==> src/rtl/uart_cmd_pkg.sv <==
// Shared command codes, response trailer bytes, response-length lookup and FSM encoding
// for the CoreUART command master.
package uart_cmd_pkg;

    localparam logic [7:0] CMD_STATUS  = 8'h06;
    localparam logic [7:0] CMD_ECHO_04 = 8'h04;
    localparam logic [7:0] CMD_ECHO_09 = 8'h09;

    localparam logic [7:0] TRL_PAD = 8'h00;
    localparam logic [7:0] TRL_04  = 8'h0E;
    localparam logic [7:0] TRL_09  = 8'h0F;

    typedef enum logic [2:0] {
        IDLE,
        TX_WR,
        TX_WAIT,
        RX_WAIT,
        RX_ACK,
        DONE
    } state_t;

    function automatic logic [2:0] rsp_len(input logic [7:0] code);
        logic [2:0] len;
        case (code)
            CMD_STATUS:               len = 3'd6;
            CMD_ECHO_04, CMD_ECHO_09: len = 3'd3;
            default:                  len = 3'd0;
        endcase
        return len;
    endfunction

    // Expected fixed byte at response position idx (1 or 2) for the short responses.
    function automatic logic [7:0] trailer_byte(input logic [7:0] code, input logic [2:0] idx);
        logic [7:0] b;
        if (idx == 3'd1)
            b = TRL_PAD;
        else if (code == CMD_ECHO_04)
            b = TRL_04;
        else
            b = TRL_09;
        return b;
    endfunction

endpackage

==> src/rtl/uart_cmd_timeout.sv <==
// Inter-byte response timer: clear wins over enable, expired is a pure decode of the count.
// Zero latency on expired; the count freezes once expired so it never wraps.
module uart_cmd_timeout #(
    parameter int TIMEOUT_CYCLES = 5_000_000
) (
    input  logic clk,
    input  logic reset,
    input  logic clear,
    input  logic enable,
    output logic expired
);

    localparam int CW = (TIMEOUT_CYCLES > 1) ? $clog2(TIMEOUT_CYCLES) : 1;
    localparam logic [CW-1:0] LAST = CW'(TIMEOUT_CYCLES - 1);

    logic [CW-1:0] count;

    assign expired = (count == LAST);

    always_ff @(posedge clk or negedge reset) begin
        if (!reset)
            count <= '0;
        else if (clear)
            count <= '0;
        else if (enable && !expired)
            count <= count + CW'(1);
    end

endmodule

==> src/rtl/uart_cmd_master.sv <==
// Sends one command byte to a CoreUART and collects its fixed-length response into rsp_*.
// One command in flight; cmd_ready only in IDLE; UART strobes are registered active-low.
module uart_cmd_master #(
    parameter int TIMEOUT_CYCLES = 5_000_000
) (
    input  logic        clk,
    input  logic        reset,
    input  logic        cmd_valid,
    input  logic [7:0]  cmd_code,
    output logic        cmd_ready,
    input  logic        uart_txrdy,
    input  logic        uart_rxrdy,
    input  logic [7:0]  uart_data_in,
    output logic        uart_wen,
    output logic        uart_oen,
    output logic [7:0]  uart_data_out,
    output logic        rsp_valid,
    output logic [7:0]  rsp_code,
    output logic [2:0]  rsp_status,
    output logic [31:0] rsp_err_count,
    output logic        rsp_error,
    output logic        rsp_timeout
);
    import uart_cmd_pkg::*;

    state_t     state, state_nxt;
    logic [2:0] idx;
    logic [2:0] rlen;
    logic       draining;
    logic       wen_nxt, oen_nxt;
    logic       accept, drain_start, capture, ack_done, timeout_hit;
    logic       tmr_clear, tmr_en, tmr_expired;

    // rsp_code doubles as the latched command for the whole transaction
    assign rlen      = rsp_len(rsp_code);
    assign cmd_ready = (state == IDLE);
    assign rsp_valid = (state == DONE);

    assign tmr_clear = ((state != RX_WAIT) && (state_nxt == RX_WAIT)) || capture;
    assign tmr_en    = (state == RX_WAIT);

    uart_cmd_timeout #(.TIMEOUT_CYCLES(TIMEOUT_CYCLES)) u_timeout (
        .clk     (clk),
        .reset   (reset),
        .clear   (tmr_clear),
        .enable  (tmr_en),
        .expired (tmr_expired)
    );

    always_ff @(posedge clk or negedge reset) begin
        if (!reset) begin
            state    <= IDLE;
            uart_wen <= 1'b1;
            uart_oen <= 1'b1;
        end else begin
            state    <= state_nxt;
            uart_wen <= wen_nxt;
            uart_oen <= oen_nxt;
        end
    end

    always_comb begin
        state_nxt   = state;
        wen_nxt     = uart_wen;
        oen_nxt     = uart_oen;
        accept      = 1'b0;
        drain_start = 1'b0;
        capture     = 1'b0;
        ack_done    = 1'b0;
        timeout_hit = 1'b0;
        case (state)
            IDLE: begin
                if (cmd_valid) begin
                    accept    = 1'b1;
                    state_nxt = TX_WR;
                end else if (uart_rxrdy) begin
                    drain_start = 1'b1;
                    oen_nxt     = 1'b0;
                    state_nxt   = RX_ACK;
                end
            end
            TX_WR: begin
                if (uart_txrdy) begin
                    wen_nxt = 1'b0;
                end else begin
                    wen_nxt   = 1'b1;
                    state_nxt = TX_WAIT;
                end
            end
            TX_WAIT: begin
                if (uart_txrdy)
                    state_nxt = (rlen != 3'd0) ? RX_WAIT : DONE;
            end
            RX_WAIT: begin
                // a byte arriving on the expiry cycle is still taken
                if (uart_rxrdy) begin
                    capture   = 1'b1;
                    oen_nxt   = 1'b0;
                    state_nxt = RX_ACK;
                end else if (tmr_expired) begin
                    timeout_hit = 1'b1;
                    state_nxt   = DONE;
                end
            end
            RX_ACK: begin
                if (!uart_rxrdy) begin
                    oen_nxt  = 1'b1;
                    ack_done = 1'b1;
                    if (draining)
                        state_nxt = IDLE;
                    else if (idx + 3'd1 == rlen)
                        state_nxt = DONE;
                    else
                        state_nxt = RX_WAIT;
                end
            end
            DONE:    state_nxt = IDLE;
            default: state_nxt = IDLE;
        endcase
    end

    always_ff @(posedge clk or negedge reset) begin
        if (!reset) begin
            uart_data_out <= 8'h00;
            rsp_code      <= 8'h00;
            rsp_status    <= 3'b000;
            rsp_err_count <= 32'h0;
            rsp_error     <= 1'b0;
            rsp_timeout   <= 1'b0;
            idx           <= 3'd0;
            draining      <= 1'b0;
        end else begin
            if (accept) begin
                uart_data_out <= cmd_code;
                rsp_code      <= cmd_code;
                rsp_status    <= 3'b000;
                rsp_err_count <= 32'h0;
                rsp_error     <= 1'b0;
                rsp_timeout   <= 1'b0;
                idx           <= 3'd0;
            end
            if (drain_start)
                draining <= 1'b1;
            if (ack_done) begin
                if (draining)
                    draining <= 1'b0;
                else
                    idx <= idx + 3'd1;
            end
            if (capture) begin
                if (idx == 3'd0) begin
                    if (uart_data_in != rsp_code)
                        rsp_error <= 1'b1;
                end else if (rsp_code == CMD_STATUS) begin
                    case (idx)
                        3'd1:    rsp_status           <= uart_data_in[2:0];
                        3'd2:    rsp_err_count[7:0]   <= uart_data_in;
                        3'd3:    rsp_err_count[15:8]  <= uart_data_in;
                        3'd4:    rsp_err_count[23:16] <= uart_data_in;
                        3'd5:    rsp_err_count[31:24] <= uart_data_in;
                        default: ;
                    endcase
                end else if (uart_data_in != trailer_byte(rsp_code, idx)) begin
                    rsp_error <= 1'b1;
                end
            end
            if (timeout_hit)
                rsp_timeout <= 1'b1;
        end
    end

endmodule

==> config.mk <==
export PLATFORM = sky130hd
export DESIGN_NAME = uart_cmd_master
export DESIGN_NICKNAME = d
export VERILOG_FILES = /design/src/rtl/uart_cmd_pkg.sv /design/src/rtl/uart_cmd_timeout.sv /design/src/rtl/uart_cmd_master.sv
export SDC_FILE = /design/constraint.sdc
export NUM_CORES = 1
export LEC_CHECK = 0
export ABC_AREA = 1
export BUFFER_PORTS_ARGS = -buffer_cell sky130_fd_sc_hd__clkbuf_2
export CELL_PAD_IN_SITES_DETAIL_PLACEMENT = 0
export CELL_PAD_IN_SITES_GLOBAL_PLACEMENT = 2
export CORE_AREA = 2 2 91 159
export DETAILED_ROUTE_END_ITERATION = 8
export DIE_AREA = 0 0 93 161
export MAX_ROUTING_LAYER = met4
export PLACE_DENSITY_LB_ADDON = 0.1
export SLEW_MARGIN = 20
export SYNTH_ARGS = -nofsm -noshare
export SYNTH_HDL_FRONTEND = slang
export SYNTH_SLANG_ARGS = --single-unit
==> constraint.sdc <==
create_clock -name clk -period 2.2 [get_ports clk]
set_clock_uncertainty 0.2 [all_clocks]
set_input_delay 0.11 -clock clk [delete_from_list [all_inputs] [get_ports clk]]
set_output_delay 0.11 -clock clk [all_outputs]
set_load 0.01 [all_outputs]
==> results of run 1 <==
==> stage by stage <==
step                std cells  util [%]  power, mW
floorplan                 547         -      2.876
global placement          810     36.75      3.375
detailed placement        810     36.75      3.394
CTS                       842     40.10      4.924
global route              858     41.99      5.443
finish                    858     41.99      5.080
==> flip-flops by register name, indices dropped and copies added (netlist names) <==
name,cells
rsp_timeout,1
uart_oen,1
rsp_error,1
rsp_err_count,32
uart_wen,1
rsp_status,3
draining,1
u_timeout.count,23
state,3
idx,3
rsp_code,8
==> per-layer routing <==
layer	track usage [%]	up-vias	part of all wire, %
met5	-	-	0
met4	11.03	0	4.4
met3	2.519	29	2.5
met2	37.94	94	58
met1	20.10	1975	35
li1	-	2059	-
==> path summary, 6_finish.rpt <==
| kind | startpoint | to | cells after the start | slack [ps] |
|---|---|---|---|---|
| worst max register to register | u_timeout.count[3]$_DFFE_PN0P_ | u_timeout.count[18]$_DFFE_PN0P_ | 10 | 130 |
| worst min-delay path | uart_data_in[5] | rsp_err_count[13]$_DFF_PN0_ | 4 | 20 |
| min in group asynchronous | reset | u_timeout.count[17]$_DFFE_PN0P_ | 2 | 50 |
| worst max-delay path | uart_data_in[1] | rsp_error$_DFF_PN0_ | 9 | 60 |
| max in group asynchronous | reset | rsp_code[3]$_DFFE_PN0P_ | 3 | 1150 |
| worst min register to register | uart_wen$_DFFE_PN1P_ | uart_wen$_DFFE_PN1P_ | 2 | 270 |
==> kinds of logic after synthesis <==
kind of cell	after synthesis	synth area share, %
AOI/OAI and AO/OA	65	8.764
buffers and inverters	91	9.257
xor gates and xnor gates	10	2.031
adders and majority gates	7	2.031
and+or+nand+nor	297	33.17
DFF	77	44.75
==> synth_stat cells, types with 5 or more instances <==
cell / n
nor3_1: 13
buf_4: 9
xor2_1: 9
nand3_1: 62
dfrtp_1: 75
ha_1: 7
nand4_1: 25
o21ai_0: 38
inv_1: 60
buf_2: 5
nand2_1: 121
nor2_1: 51
inv_2: 7
a21oi_1: 9
o21ai_2: 8
==> cell type report <==
cell class                 instances  area [µm²]
inverter                          68       257.7
clock buffer                      10       239.0
sequential                        77        1937
tap                              177       221.5
timing repair buffer             140       924.6
clock inverter                     6       52.55
multi-input combinational        380        2117
fill                            1479        7944
==> worst reg2reg max path, delay by kind of cell, from the launching register on <==
| kind | cells | cell delay, ps |
|---|---|---|
| flops | 1 | 390 |
| buf+inv | 2 | 260 |
| simple gates | 8 | 1100 |
==> repair_timing <==
item                       in CTS  in global routing
hold endpoints to repair       91                  0
pin swaps                       0                  9
resized for setup               2                 42
setup buffers                   0                 14
gates cloned                    0                  2
setup endpoints to repair       1                 50
hold buffers                   16                  0
==> layout by cell type, fill, tap and decap left out, types with 10 or more instances in the layout <==
master	count
o21ai_0	38
nand2_1	113
nand3_1	61
inv_2	11
dfrtp_1	69
nor2_1	44
nor3_1	10
clkbuf_2	76
buf_4	44
nand2_2	11
dlygate4sd3_1	16
inv_1	56
nand4_1	25
==> power by group through the flow <==
stage | Clock [mW] | Sequential, mW | Combinational, mW
after floorplan | 0 | 1.85 | 1.03
after detailed placement | 0 | 1.86 | 1.54
after CTS | 1.50 | 1.83 | 1.59
after global placement | 0 | 1.85 | 1.53
final | 1.46 | 1.84 | 1.78
after global routing | 1.57 | 1.87 | 2.01
==> impl_metrics.ini, run 1 <==
[outcome]
status = finished, final reports clean

[sta]
grt_setup_unrepaired = yes
setup_tns_ps = 0
setup_viol = 0
whs_ps = 19.13
fin_crit_ps = 2138
fin_crit_sh_pct = 97.17
fin_ws_ps = 62.32
slew_viol_final = 0
relSlewSlack_pct = 59.49
fmax_ghz = 0.4678
timing.final.hold_violations = 0
worstMarginPinSlew_ps = 602.0

[setup_path]
crit_chain = dlygate4sd3_1, clkbuf_2, inv_1, or2_2, nand4_1, nor4_1, o21ai_0, nand2_1, nand2_1
timing.critical_path.required_ps = 2230
crit_fanout = 6
cp_common_cell = nand2_1
slowest_stage = dlygate4sd3_1
slowest_delay_ps = 540
worstSetupPathType = in2reg
crit_family = buffers and inverters
crit_arrival_ps = 2170
start_kind = input pin
crit_buf_inv = 3
critPathCaptureType = register

[synthesis]
ys_seq_elements = 77
postSynthAreaPerCell_um2 = 7.882
syn_area_mm2 = 0.004312
synthArstFlopShare_pct = 100.0
syn_inst = 547
post_synth_num_cell_types = 40
synth_edf_count = 0
synth_flop_cell = dfrtp_1
ys.warnings.count = 0
syn_nets = 575
synth_area_leader_cell = dfrtp_1
synth_area_leaders = dfrtp_1 (44%), nand2_1 (11%), nand3_1 (7.2%), inv_1 (5.2%), nor2_1 (4.4%)
ys_seq_area_share_pct = 44.75
synth.top_cell.area_share_pct = 43.53

[pwr]
power_leakage_nw = 2.944
switching_share_pct = 38.62
clkPwrFrac_pct = 28.8
power.switching_mw = 1.962
vdd_ir_drop_max_mv = 0.4429
seqPwrFrac_pct = 36.1
powerDensity_mw_per_mm2 = 883.5
combPwrFrac_pct = 35.1
p_int_mw = 3.118

[layout]
fin_area_mm2 = 0.005749
drive_gt1_share_pct = 31.28
diodes = 0
areaGrowthSynthToFinish_pct = 33.34
nets = 704

[clock_network]
cts_tree = done
cts_max_level = 3
clk_latency_ps = 340
cts_buffer_depth = 2
cts.sinks = 77
cts_root_buf = clkbuf_16
path_clk_slew_ps = 70
cts_made_buffers = 9

[grt]
grt_use_total_pct = 20.39
grt_pass1_vias = 4230
grt_max_degree = 42
antenna_found_initial = 0
grt_pass1_wl_um = 22560
gr-total-overflow = 0

[place]
post-place-ws_ps = 46.94
place.gp.congestion = 0.8682
dpl_cell_area_mm2 = 0.005032
place_hpwl_um = 10970
io_buffers = 77

[min_path]
hp-class = in2reg

[floorplanning]
die_x_um = 93
start_util_pct = 31.49
die_h_um = 161
fp.coreArea_mm2 = 0.01369
die_area_mm2 = 0.01497
ios = 78
rows = 57

[detailed_routing]
routed_wl_um = 14400
drt-initial-drc-count = 100
wl_per_cell_um = 16.79
ant_nets = 0
drt-vias-per-instance = 4.845
drc_errors = 0
drt_first_pass_iters = 4
num_vias = 4157

[job]
drv_cap = 0
Power figures use the tool's default switching activity.
==> inputs of run 2 (changes only) <==
--- a/config.mk
+++ b/config.mk
@@ -9,9 +9,10 @@
 export BUFFER_PORTS_ARGS = -buffer_cell sky130_fd_sc_hd__clkbuf_2
 export CELL_PAD_IN_SITES_DETAIL_PLACEMENT = 0
 export CELL_PAD_IN_SITES_GLOBAL_PLACEMENT = 2
-export CORE_AREA = 2 2 91 159
+export CORE_AREA = 2 2 135 137
 export DETAILED_ROUTE_END_ITERATION = 8
-export DIE_AREA = 0 0 93 161
+export DIE_AREA = 0 0 137 139
+export GPL_TIMING_DRIVEN = 0
 export MAX_ROUTING_LAYER = met4
 export PLACE_DENSITY_LB_ADDON = 0.1
 export SLEW_MARGIN = 20
==> impl_metrics.ini, run 2 (synthesis gave the netlist of run 1 again) <==
[floorplanning]
die_area_mm2 = 0.01904
ios = 78
rows = 49
die_h_um = 139
start_util_pct = 24.42
die_x_um = 137
fp.coreArea_mm2 = 0.01766

[min_path]
min_to = rsp_err_count[11]$_DFF_PN0_
worstHoldStart = uart_data_in[3]
holdPathStages = 3
hp-class = in2reg

[outcome]
status = finished, final reports clean

[clock_network]
clk_latency_ps = 350
cts_tree = done
cts_root_buf = clkbuf_16
cts_buffer_depth = 2
path_clk_slew_ps = 70
cts_max_level = 3
cts.sinks = 77
cts_made_buffers = 9

[setup_path]
timing.critical_path.required_ps = 2220
r2r_start = idx[0]$_DFF_PN0_
start_kind = register
critPathCaptureType = register
r2r_cells = 9
crit_arrival_ps = 2120
worstSetupPathType = reg2reg
r2r-end = rsp_err_count[23]$_DFF_PN0_
crit_fanout = 10
r2r_slack_ps = 100

[layout]
nets = 695
final_common_cell = nand2_1
fin_area_mm2 = 0.005704
layout_common_cells = nand2_1 (118), clkbuf_2 (77), dfrtp_1 (68)
areaGrowthSynthToFinish_pct = 32.30
diodes = 0
drive_gt1_share_pct = 29.17
regMostFlops = rsp_err_count
reg.largest.list = rsp_err_count: 32 flops, u_timeout.count: 23 flops, rsp_code: 8 flops
final_util_pct = 32.31
largest_reg_flops = 32

[grt]
gr-total-overflow = 0
antenna_found_initial = 0
grt_pass1_vias = 4060
grt_use_total_pct = 15.95
grt_pass1_wl_um = 22650
grt_max_degree = 78

[detailed_routing]
wl_per_cell_um = 15.60
drt_first_pass_iters = 4
drt-initial-drc-count = 195
ant_nets = 0
drc_errors = 0
drt-vias-per-instance = 4.522
num_vias = 4074
routed_wl_um = 14060

[sta]
slew_viol_final = 0
fin_crit_sh_pct = 95.41
setup_viol = 0
fmax_ghz = 0.4764
fin_crit_ps = 2099
whs_ps = 33.11
relSlewSlack_pct = 53.08
worstMarginPinSlew_ps = 703.8
grt_setup_unrepaired = yes
timing.final.hold_violations = 0

[pwr]
vdd_ir_drop_max_mv = 0.3752
power_leakage_nw = 2.865
powerDensity_mw_per_mm2 = 902.0

[place]
dpl_cell_area_mm2 = 0.004992
io_buffers = 77
place.gp.congestion = 0.7857
place_hpwl_um = 10150

[job]
drv_cap = 0
==> run 2: cell types whose count changed in the layout (fill, tap and decap cells not counted), sizes merged <==
cell | previous run | this run
buf | 48 | 34
inv | 72 | 73
nand3 | 66 | 65
clkbuf | 86 | 90
dlygate4sd3 | 16 | 17
==> run 2: critical path: stages (launching register included) <==
cell and delay (ps):
dfrtp_2 410, buf_4 160, inv_2 70, ha_1 150, inv_1 80, nor3_2 270
nand2_1 210, buf_2 240, nand3_1 80, o21ai_0 90
==> run 2: worst max-delay path by stage <==
stage	startpoint	endpoint	slack [ps]	cells past startpoint
after floorplan	idx[0]$_DFF_PN0_	u_timeout.count[14]$_DFFE_PN0P_	270	13
after global placement	reset	rsp_err_count[9]$_DFF_PN0_	-210	1
after detailed placement	rsp_code[0]$_DFFE_PN0P_	rsp_err_count[23]$_DFF_PN0_	-170	9
after CTS	rsp_code[0]$_DFFE_PN0P_	u_timeout.count[19]$_DFFE_PN0P_	5	14
after global routing	state[1]$_DFF_PN0_	rsp_err_count[29]$_DFF_PN0_	-50	8
final	idx[0]$_DFF_PN0_	rsp_err_count[23]$_DFF_PN0_	100	9
==> run 2: layout make-up <==
class / count / area [µm²]
Fill cell: 1975 / 11950
Clock buffer: 9 / 225.2
Clock inverter: 7 / 61.31
Tap cell: 229 / 286.5
Inverter: 68 / 257.7
Buffer: 23 / 155.1
Sequential cell: 77 / 1938
Timing Repair Buffer: 109 / 676.9
Multi-Input combinational cell: 379 / 2103
==> run 2: timing repair <==
item | CTS | global route
pin swaps | 0 | 7
cloned | 0 | 0
setup buffers | 2 | 13
hold buffers | 17 | 0
gates resized for setup | 8 | 36
endpoints found under the hold margin | 95 | 0
endpoints found under the setup margin | 29 | 51
==> run 2: through the flow <==
stage	total power, mW	setup WS, ps	instances	TNS (ps)
floorplan	2.876	267.9	547	0
detailed placement	3.466	-165.2	853	-1651
CTS	5.043	5.334	888	0
global placement	3.468	-207.5	853	-15980
global route	5.529	-46.08	901	-299.4
finish	5.145	100.9	901	0
==> run 2: report_power, final <==
group          leakage [nW]  switching (mW)  internal (mW)
clock                 0.135           0.706          0.789
combinational          1.69            1.11          0.705
sequential             1.04           0.214           1.62
total                  2.87            2.03           3.12
==> run 2: metal layers <==
| layer | vias to the layer above | share of wire, % | global-route usage (%) |
|---|---|---|---|
| met5 | - | 0 | - |
| met1 | 1927 | 46 | 20.05 |
| met3 | 16 | 4.5 | 4.203 |
| met4 | 0 | 1.3 | 4.286 |
| li1 | 2047 | - | - |
| met2 | 84 | 48 | 25.29 |
